File: src/rtl/ieeedrv_track_mgr.sv
// ieeedrv_track_mgr
//   Track buffer manager for the 4040/8250 IEEE drive cores. Each of SUBDRV
//   drive units owns one track buffer in the SD bridge. Units are scanned
//   round-robin; the first unit with work gets a single block transfer
//   (write-back, initial load after mount, or track change load). Dirty
//   buffers are written back before a track change, on an explicit flush and
//   on unmount. A missing bridge acknowledge is retried and finally reported
//   as a sticky per-unit error.
//
// Ports
//   clk_sys, reset     system clock, synchronous active-high reset
//   ce                 clock enable for the acknowledge timeout counter
//   drv_type           0 = 8250 geometry, 1 = 4040 geometry
//   mounted[u]         image mounted on unit u
//   req_trk[u]         track wanted by unit u's head logic (1-based)
//   dirty_set[u]       pulse: unit u modified its buffer
//   flush_req[u]       pulse: write unit u's buffer back if dirty
//   geom_trk           track being looked up in the geometry table
//   geom_lba, geom_cnt start LBA / sectors-1 of geom_trk (same cycle)
//   sd_lba[u], sd_blk_cnt[u], sd_rd[u], sd_wr[u], sd_ack[u]
//                      block transfer interface of unit u's buffer
//   cur_trk[u]         track resident in unit u's buffer, 8'hFF = none
//   busy[u], dirty[u], err[u]
//                      transfer in progress / unsaved data / retries exhausted
module ieeedrv_track_mgr #(
  parameter int         SUBDRV        = 2,
  parameter logic [7:0] INIT_TRK_8250 = 8'd39,
  parameter logic [7:0] INIT_TRK_4040 = 8'd18,
  parameter int         TIMEOUT       = 4095,
  parameter int         RETRIES       = 2
) (
  input  logic                          clk_sys,
  input  logic                          reset,
  input  logic                          ce,
  input  logic                          drv_type,
  input  logic [SUBDRV-1:0]             mounted,
  input  logic [SUBDRV-1:0][7:0]        req_trk,
  input  logic [SUBDRV-1:0]             dirty_set,
  input  logic [SUBDRV-1:0]             flush_req,
  output logic [7:0]                    geom_trk,
  input  logic [31:0]                   geom_lba,
  input  logic [5:0]                    geom_cnt,
  output logic [SUBDRV-1:0][31:0]       sd_lba,
  output logic [SUBDRV-1:0][5:0]        sd_blk_cnt,
  output logic [SUBDRV-1:0]             sd_rd,
  output logic [SUBDRV-1:0]             sd_wr,
  input  logic [SUBDRV-1:0]             sd_ack,
  output logic [SUBDRV-1:0][7:0]        cur_trk,
  output logic [SUBDRV-1:0]             busy,
  output logic [SUBDRV-1:0]             dirty,
  output logic [SUBDRV-1:0]             err
);

  localparam int          UW        = (SUBDRV > 1) ? $clog2(SUBDRV) : 1;
  localparam logic [11:0] TMO_LAST  = 12'(TIMEOUT - 1);
  localparam logic [3:0]  RETRY_MAX = 4'(RETRIES);
  localparam logic [7:0]  NO_TRK    = 8'hFF;

  typedef enum logic [2:0] {S_SCAN, S_ISSUE, S_WAIT_ACK, S_XFER, S_DONE} state_t;
  typedef enum logic [1:0] {OP_WB, OP_INIT, OP_LOAD} op_t;

  state_t            state;
  op_t               op;
  logic [UW-1:0]     rr;
  logic [7:0]        tgt;
  logic [11:0]       tmo;
  logic [3:0]        retry;
  logic [SUBDRV-1:0] mounted_q;
  logic [SUBDRV-1:0] pend_init;
  logic [SUBDRV-1:0] flush_pend;

  logic       trk_miss;
  logic       want_wb;
  logic       want_init;
  logic       want_load;
  logic [7:0] init_trk;

  function automatic logic [UW-1:0] rr_inc(input logic [UW-1:0] r);
    if (r == UW'(SUBDRV - 1)) return '0;
    return r + 1'b1;
  endfunction

  // Work decode for the unit under the round-robin pointer only.
  assign trk_miss  = (req_trk[rr] != cur_trk[rr]);
  assign want_wb   = dirty[rr] && (cur_trk[rr] != NO_TRK) &&
                     (flush_pend[rr] || trk_miss || pend_init[rr] || !mounted[rr]);
  assign want_init = pend_init[rr] && mounted[rr];
  assign want_load = mounted[rr] && trk_miss && (req_trk[rr] != 8'd0);
  assign init_trk  = drv_type ? INIT_TRK_4040 : INIT_TRK_8250;

  always_ff @(posedge clk_sys) begin
    if (reset) begin
      state      <= S_SCAN;
      op         <= OP_LOAD;
      rr         <= '0;
      tgt        <= '0;
      tmo        <= '0;
      retry      <= '0;
      mounted_q  <= '0;
      pend_init  <= '1;
      flush_pend <= '0;
      geom_trk   <= '0;
      sd_lba     <= '0;
      sd_blk_cnt <= '0;
      sd_rd      <= '0;
      sd_wr      <= '0;
      busy       <= '0;
      dirty      <= '0;
      err        <= '0;
      for (int i = 0; i < SUBDRV; i++) cur_trk[i] <= NO_TRK;
    end else begin
      mounted_q <= mounted;

      // Event capture runs in every state; the FSM assignments below come
      // later in the block so a completing transfer overrides a same-cycle
      // event on the unit it owns.
      for (int i = 0; i < SUBDRV; i++) begin
        if (mounted[i] && !mounted_q[i]) begin
          pend_init[i] <= 1'b1;
          err[i]       <= 1'b0;
        end
        if (dirty_set[i]) dirty[i] <= 1'b1;
        if ((flush_req[i] || (mounted_q[i] && !mounted[i])) && dirty[i])
          flush_pend[i] <= 1'b1;
      end

      case (state)
        S_SCAN: begin
          retry <= '0;
          if (want_wb) begin
            op       <= OP_WB;
            tgt      <= cur_trk[rr];
            geom_trk <= cur_trk[rr];
            state    <= S_ISSUE;
          end else if (want_init) begin
            op       <= OP_INIT;
            tgt      <= init_trk;
            geom_trk <= init_trk;
            state    <= S_ISSUE;
          end else if (want_load) begin
            op       <= OP_LOAD;
            tgt      <= req_trk[rr];
            geom_trk <= req_trk[rr];
            state    <= S_ISSUE;
          end else begin
            // An unmounted unit with nothing to save forgets its track.
            if (!mounted[rr]) begin
              cur_trk[rr]   <= NO_TRK;
              pend_init[rr] <= 1'b1;
            end
            rr <= rr_inc(rr);
          end
        end

        // geom_trk was registered on leaving SCAN, so the geometry answer
        // is valid throughout this cycle (and again on every retry).
        S_ISSUE: begin
          sd_lba[rr]     <= geom_lba;
          sd_blk_cnt[rr] <= geom_cnt;
          if (op == OP_WB) sd_wr[rr] <= 1'b1;
          else             sd_rd[rr] <= 1'b1;
          busy[rr] <= 1'b1;
          tmo      <= '0;
          state    <= S_WAIT_ACK;
        end

        S_WAIT_ACK: begin
          if (sd_ack[rr]) begin
            sd_rd[rr] <= 1'b0;
            sd_wr[rr] <= 1'b0;
            state     <= S_XFER;
          end else if (ce) begin
            if (tmo == TMO_LAST) begin
              // Request drops here; returning through ISSUE keeps it low
              // for one cycle before it is raised again.
              sd_rd[rr] <= 1'b0;
              sd_wr[rr] <= 1'b0;
              if (retry == RETRY_MAX) begin
                err[rr]        <= 1'b1;
                busy[rr]       <= 1'b0;
                dirty[rr]      <= 1'b0;
                flush_pend[rr] <= 1'b0;
                pend_init[rr]  <= 1'b0;
                cur_trk[rr]    <= NO_TRK;
                rr             <= rr_inc(rr);
                state          <= S_SCAN;
              end else begin
                retry <= retry + 1'b1;
                state <= S_ISSUE;
              end
            end else begin
              tmo <= tmo + 1'b1;
            end
          end
        end

        // Entered with sd_ack high, so a low ack is its falling edge.
        S_XFER: begin
          if (!sd_ack[rr]) state <= S_DONE;
        end

        S_DONE: begin
          busy[rr] <= 1'b0;
          // The bridge owned the buffer during the transfer, so any
          // modification flagged meanwhile is discarded.
          dirty[rr]      <= 1'b0;
          flush_pend[rr] <= 1'b0;
          if (op != OP_WB) begin
            cur_trk[rr] <= tgt;
            if (op == OP_INIT) pend_init[rr] <= 1'b0;
            rr <= rr_inc(rr);
          end
          // After a write-back rr stays put so the follow-up load is next.
          state <= S_SCAN;
        end

        default: state <= S_SCAN;
      endcase
    end
  end

endmodule

File: config.mk
export PLATFORM = sky130hd
export DESIGN_NAME = ieeedrv_track_mgr
export DESIGN_NICKNAME = d
export VERILOG_FILES = /design/src/rtl/ieeedrv_track_mgr.sv
export SDC_FILE = /design/constraint.sdc
export NUM_CORES = 1
export LEC_CHECK = 0
export CORE_MARGIN = 2
export CORE_UTILIZATION = 30
export CTS_BUF_LIST = sky130_fd_sc_hd__clkbuf_4 sky130_fd_sc_hd__clkbuf_8
export DETAILED_ROUTE_END_ITERATION = 8
export DONT_BUFFER_PORTS = 1
export MAX_ROUTING_LAYER = met4
export PLACE_DENSITY = 0.54
export SYNTH_ARGS = -nofsm -noshare
export SYNTH_HDL_FRONTEND = slang
export SYNTH_SLANG_ARGS = --single-unit
File: constraint.sdc
create_clock -name clk_sys -period 2.25 [get_ports clk_sys]
set_input_delay 0.3375 -clock clk_sys [delete_from_list [all_inputs] [get_ports clk_sys]]
set_output_delay 0.3375 -clock clk_sys [all_outputs]
set_load 0.02 [all_outputs]
==> results of run 1 <==
-- sequential cells by signal (all words and copies together) (netlist names), named ones only --
signal	flops
cur_trk	16
dirty	2
err	2
flush_pend	2
geom_trk	8
mounted_q	2
op	2
pend_init	2
retry	4
rr	1
sd_blk_cnt	12
sd_lba	64
state	3
tmo	12
-- cell usage after synthesis (all sizes together), types with 5 or more instances --
cell	instances	area, µm²
a21o	5	37.5
a21oi	100	500
and3	6	37.5
buf	11	56.3
clkbuf	34	128
dfxtp	138	2760
inv	10	37.5
mux2	7	78.8
mux2i	27	270
nand2	191	717
nand3	7	40.0
nand4	12	81.3
nor2	47	176
nor3	18	95.1
nor4	8	62.6
o21a	5	37.5
o21ai	21	109
o221ai	8	70.1
o31a	10	87.6
or3	5	31.3
xnor2	9	78.8
xor2	17	149
-- kinds of logic after synthesis --
group | after synthesis | synth area share, %
adder cells (fa/ha/maj) | 4 | 0.826
XOR/XNOR | 26 | 3.76
AO/OA/AOI/OAI | 172 | 17.3
buffers and inverters | 57 | 3.78
multiplexers | 34 | 5.76
flip-flops | 138 | 45.6
AND/OR/NAND/NOR | 314 | 23.0
-- power by group --
group          internal (mW)  switching [mW]
combinational          0.843            1.29
sequential              2.80           0.694
clock                  0.939            1.14
-- repair_timing --
action,in CTS,in global routing
hold buffers,42,0
gates resized for setup,0,9
endpoints found under the setup margin,0,19
hold endpoints to repair,95,0
setup buffers,0,2
-- final timing paths --
| check | end | start | slack, ns | cells past startpoint |
|---|---|---|---|---|
| hold reg to reg | tmo[10] | tmo[10] | 0.51 | 2 |
| hold / removal | cur_trk[7] | reset | 0.04 | 1 |
| setup reg to reg | retry[3] | tmo[0] | 0.13 | 9 |
| setup / recovery | retry[3] | tmo[0] | 0.13 | 9 |
-- worst max-delay path, cell delays in order (launching register included) --
cell and delay, ns:
dfxtp_2 0.33, inv_2 0.05, ha_1 0.13, nand4_1 0.16
buf_4 0.18, or4_4 0.54, o31ai_4 0.26, nand3_1 0.13
xor2_1 0.17, nor2_1 0.05
-- metrics by stage --
step / cell area [µm²] / power, mW / cells
global placement: 6590 / 5.53 / 1013
finish: 7480 / 7.72 / 1089
floorplan: 6060 / 4.90 / 745
detailed placement: 6590 / 5.54 / 1013
global route: 7480 / 8.15 / 1089
CTS: 7430 / 7.76 / 1087
-- area by class of cell --
class	instances	area share, %
clock buffer	17	3.13
clock inverter	15	2.29
timing repair buffer	92	11.1
inverter	12	0.653
tap	265	4.43
sequential	138	37.0
multi-input combinational	550	41.4
-- per-layer routing --
layer,up-vias,wire length (µm),global-route usage [%]
met5,-,0,-
met4,0,574,8.01
met3,43,1310,4.69
met2,183,8610,26.5
met1,2576,8280,22.6
li1,2718,-,-
==> impl_metrics.toml, run 1 <==
[cells_and_area]
antennaDiodeCount = 0
final_cell_mix = "191 x nand2_1, 136 x dfxtp_1, 100 x a21oi_1, 48 x buf_4, 45 x nor2_1"
fin_util_pct = 38.1
multi_input_area_mm2 = 0.00310
syn_to_final_growth_pct = 23.4
drive_gt1_share_pct = 13.5
final_common_cell = "nand2_1"
n_fill_cell = 2076
num-nets-final = 881
regArea_mm2 = 0.00277

[timing]
fmax_mhz = 472
period_share_pct = 94.2
rsz0062_at_grt = "yes"
skew_ns = 0.0139
worst_pin_slew_ns = 0.458
setup_viol = 0
whs_ns = 0.0416
fin_ws_ns = 0.132
tns_ns = 0
hold_viol_final = 0
min_period_ns = 2.12
maxSlewViolCount = 0
maxSlewHeadroom_pct = 69.4

[worst_setup_path]
cp_max_fo = 5
cp.required_ns = 2.60
end_kind = "register"
startpoint_type = "register"
path_class = "reg -> reg"
cp_data_arrival_time_ns = 2.46

[logic_synthesis]
syn_area_per_cell_um2 = 8.13
synth_area_mm2 = 0.00606
ys_ff_latch = 138
yosysUniqueCellTypes = 57
synthFlopType = "dfxtp_1"
seq_area_frac_synth_pct = 45.6
postSynth.asyncResetShare_pct = 0
synth-edff-count = 0
synth_cells = 745
synth_nets = 815
ys_warn_count = 0

[cts]
cts.path.max_buffers = 2
h-tree-depth = 4
clock-root-buffer = "clkbuf_8"
cts_tree = "built"
numCtsBuffers = 17
clkSinkCount = 138
clkTransAtPathRegs_ns = 0.09
clk_latency_ns = 0.46

[die]
die_w_um = 146
io_pins = 176
die_h_um = 146
dieArea_mm2 = 0.0213
start_util_pct = 30.8
fp.coreArea_mm2 = 0.0197
rows = 51

[placed_design]
dpl.hpwl_um = 12800
port_buffers = 0
dp_slack_ns = 0.119
place_congestion = 0.955

[power]
p_per_area_mw_per_mm2 = 1030
ir_drop_v = 0.000387
leakagePower_nw = 2.75

[grt]
grt_pass1_wl_um = 29400
antenna_found_initial = 0
grt_pass1_vias = 5193
grt_use_total_pct = 17.8
grt_max_degree = 96
overflow = 0

[drt]
drtIter0Drc = 452
finalWirelength_um = 18800
viasPerCell = 5.07
num_vias = 5520
drc = 0
dr.pass1.iters = 5
routedWlPerCell_um = 17.2
antenna_left = 0

[run_status]
status = "completed"

[hold_path]
hold_path_class = "in -> reg"

[run]
drv_cap = 0
No activity file was read; power rests on OpenSTA's default activity.
==> inputs of run 2 (changes only) <==
Settings changed: PLACE_DENSITY 0.54 to 0.53.
Clock period 2.25 ns to 2 ns, I/O delays scaled along.
==> impl_metrics.toml, run 2 (synthesis results as in run 1) <==
[run_status]
status = "finished, violations left"
failed_checks = "negative hold slack, negative setup slack"

[cells_and_area]
drive_gt1_share_pct = 21.2
regArea_mm2 = 0.00278
fin_util_pct = 39.5
largest_register_ffs = 64
n_fill_cell = 2062
stdcell_count = 1109
reg.largest.list = "sd_lba (64), cur_trk (16)"
final_common_cell = "nand2_1"
final_cell_mix = "187 x nand2_1, 126 x dfxtp_1, 98 x a21oi_1, 78 x buf_4, 45 x nor2_1"
antennaDiodeCount = 0
multi_input_area_mm2 = 0.00326
syn_to_final_growth_pct = 28.1
num-nets-final = 901
top_register = "sd_lba"

[power]
p_int_mw = 5.35
ir_drop_v = 0.000494
leakagePower_nw = 2.87
p_sw_mw = 3.55
p_per_area_mw_per_mm2 = 1150
p_seq_share_pct = 44.3
p_clk_share_pct = 24.5
pwr-share-comb_pct = 31.2
finalPower_mw = 8.89
switching_share_pct = 39.9

[timing]
hold_viol_final = 39
fmax_mhz = 498
tns_ns = -0.00830
setup_viol = 2
maxSlewViolCount = 0
rsz0062_at_grt = "yes"
period_share_pct = 100
skew_ns = 0.0128
fin_ws_ns = -0.00728
min_period_ns = 2.01
whs_ns = -0.0643
worst_pin_slew_ns = 0.438
maxSlewHeadroom_pct = 70.8

[drt]
drtIter0Drc = 339
finalWirelength_um = 18400
antenna_left = 0
drc = 0
viasPerCell = 4.97
routedWlPerCell_um = 16.6
dr.pass1.iters = 5
num_vias = 5512

[die]
start_util_pct = 30.8
die_h_um = 146
dieArea_mm2 = 0.0213
die_w_um = 146
fp.coreArea_mm2 = 0.0197
rows = 51
io_pins = 176

[run]
drv_cap = 0

[worst_setup_path]
cp_max_fo = 4
reg2reg_from = "cur_trk[9]"
startpoint_type = "register"
cp_data_arrival_time_ns = 2.35
end_kind = "register"
r2r_end = "rr"
cp_slowest_stage_delay_ns = 0.38
r2r_setup_slack_ns = -0.007
cp_slowest_cell = "nor4_2"
cp.required_ns = 2.34
worstPathCellList = "xor2_1 -> nor4_2 -> mux2i_2 -> o22a_2 -> buf_4 -> o22ai_2 -> mux2_4"
path_class = "reg -> reg"
reg2reg_depth = 7

[grt]
antenna_found_initial = 0
grt_pass1_vias = 5226
grt_max_degree = 117
overflow = 0
grt_use_total_pct = 17.6
grt_pass1_wl_um = 29000

[placed_design]
place_congestion = 0.938
dpl.hpwl_um = 13000
dp.cells = 1042
port_buffers = 0

[hold_path]
hold_path_class = "in -> reg"
hp-start = "reset"
worstHoldPathCells = 1

[cts]
clkSinkCount = 138
clock-root-buffer = "clkbuf_8"
h-tree-depth = 4
numCtsBuffers = 17
clkTransAtPathRegs_ns = 0.08
clk_latency_ns = 0.46
cts.path.max_buffers = 2
cts_tree = "built"
## run 2: cell count changes in the layout (fill, tap and decap cells not counted), moves of 9 or more
cell / previous run / this run
dlygate4sd3_1: 41 / 26
dfxtp_2: 2 / 11
buf_4: 48 / 78
dfxtp_1: 136 / 126
## run 2: critical path, delay by kind of cell (launching register included)
| family | cells | cell delay [ns] |
|---|---|---|
| AOI/OAI and AO/OA | 2 | 0.42 |
| buffers and inverters | 1 | 0.15 |
| DFF | 1 | 0.33 |
| muxes | 2 | 0.48 |
| and+or+nand+nor | 1 | 0.38 |
| xor gates and xnor gates | 1 | 0.14 |
## run 2: cell type report
class / instances / area share, %
multi-input combinational: 550 / 42.0
sequential: 138 / 35.8
timing repair buffer: 112 / 12.5
tap: 265 / 4.27
clock buffer: 18 / 3.19
clock inverter: 14 / 1.58
inverter: 12 / 0.613
## run 2: timing repair
item / in CTS / in global routing
buffers inserted: 2 / 7
hold buffers: 2 / 24
gates resized for setup: 17 / 37
endpoints found under the setup margin: 26 / 49
endpoints found under the hold margin: 99 / 93
pin swaps: 11 / 18
## run 2: per-stage QoR
stage                     cell area, µm²  setup slack [ns]
after floorplan                     6060            0.0119
after global placement              6850            -0.102
after detailed placement            6850            -0.127
after CTS                           7320           -0.0572
after global routing                7760            -0.132
final                               7760          -0.00728
## run 2: power by group through the flow
stage | clock (mW) | combinational [mW] | sequential (mW)
CTS | 2.25 | 2.54 | 3.94
global route | 2.37 | 3.08 | 3.99
finish | 2.18 | 2.78 | 3.94
detailed placement | 0 | 2.48 | 3.99
global placement | 0 | 2.47 | 3.99
floorplan | 0 | 1.66 | 3.85
## run 2: routing by layer
| metal | vias to the layer above | wire [µm] | track usage, % |
|---|---|---|---|
| li1 | 2752 | - | - |
| met1 | 2573 | 8060 | 21.4 |
| met2 | 152 | 8630 | 27.3 |
| met3 | 35 | 1230 | 5.53 |
| met4 | 0 | 511 | 6.84 |
| met5 | - | 0 | - |
## run 2: how the worst max path moves through the flow
stage | slack, ns | start | cells after the start | end
3_5_place_dp | -0.13 | cur_trk[9] | 7 | state[0]
2_1_floorplan | 0.01 | cur_trk[9] | 6 | op[0]
6_report | -0.007 | cur_trk[9] | 7 | rr
4_1_cts | -0.06 | tmo[0] | 8 | rr
3_3_place_gp | -0.10 | cur_trk[9] | 7 | state[1]
5_1_grt | -0.13 | tmo[0] | 8 | retry[3]
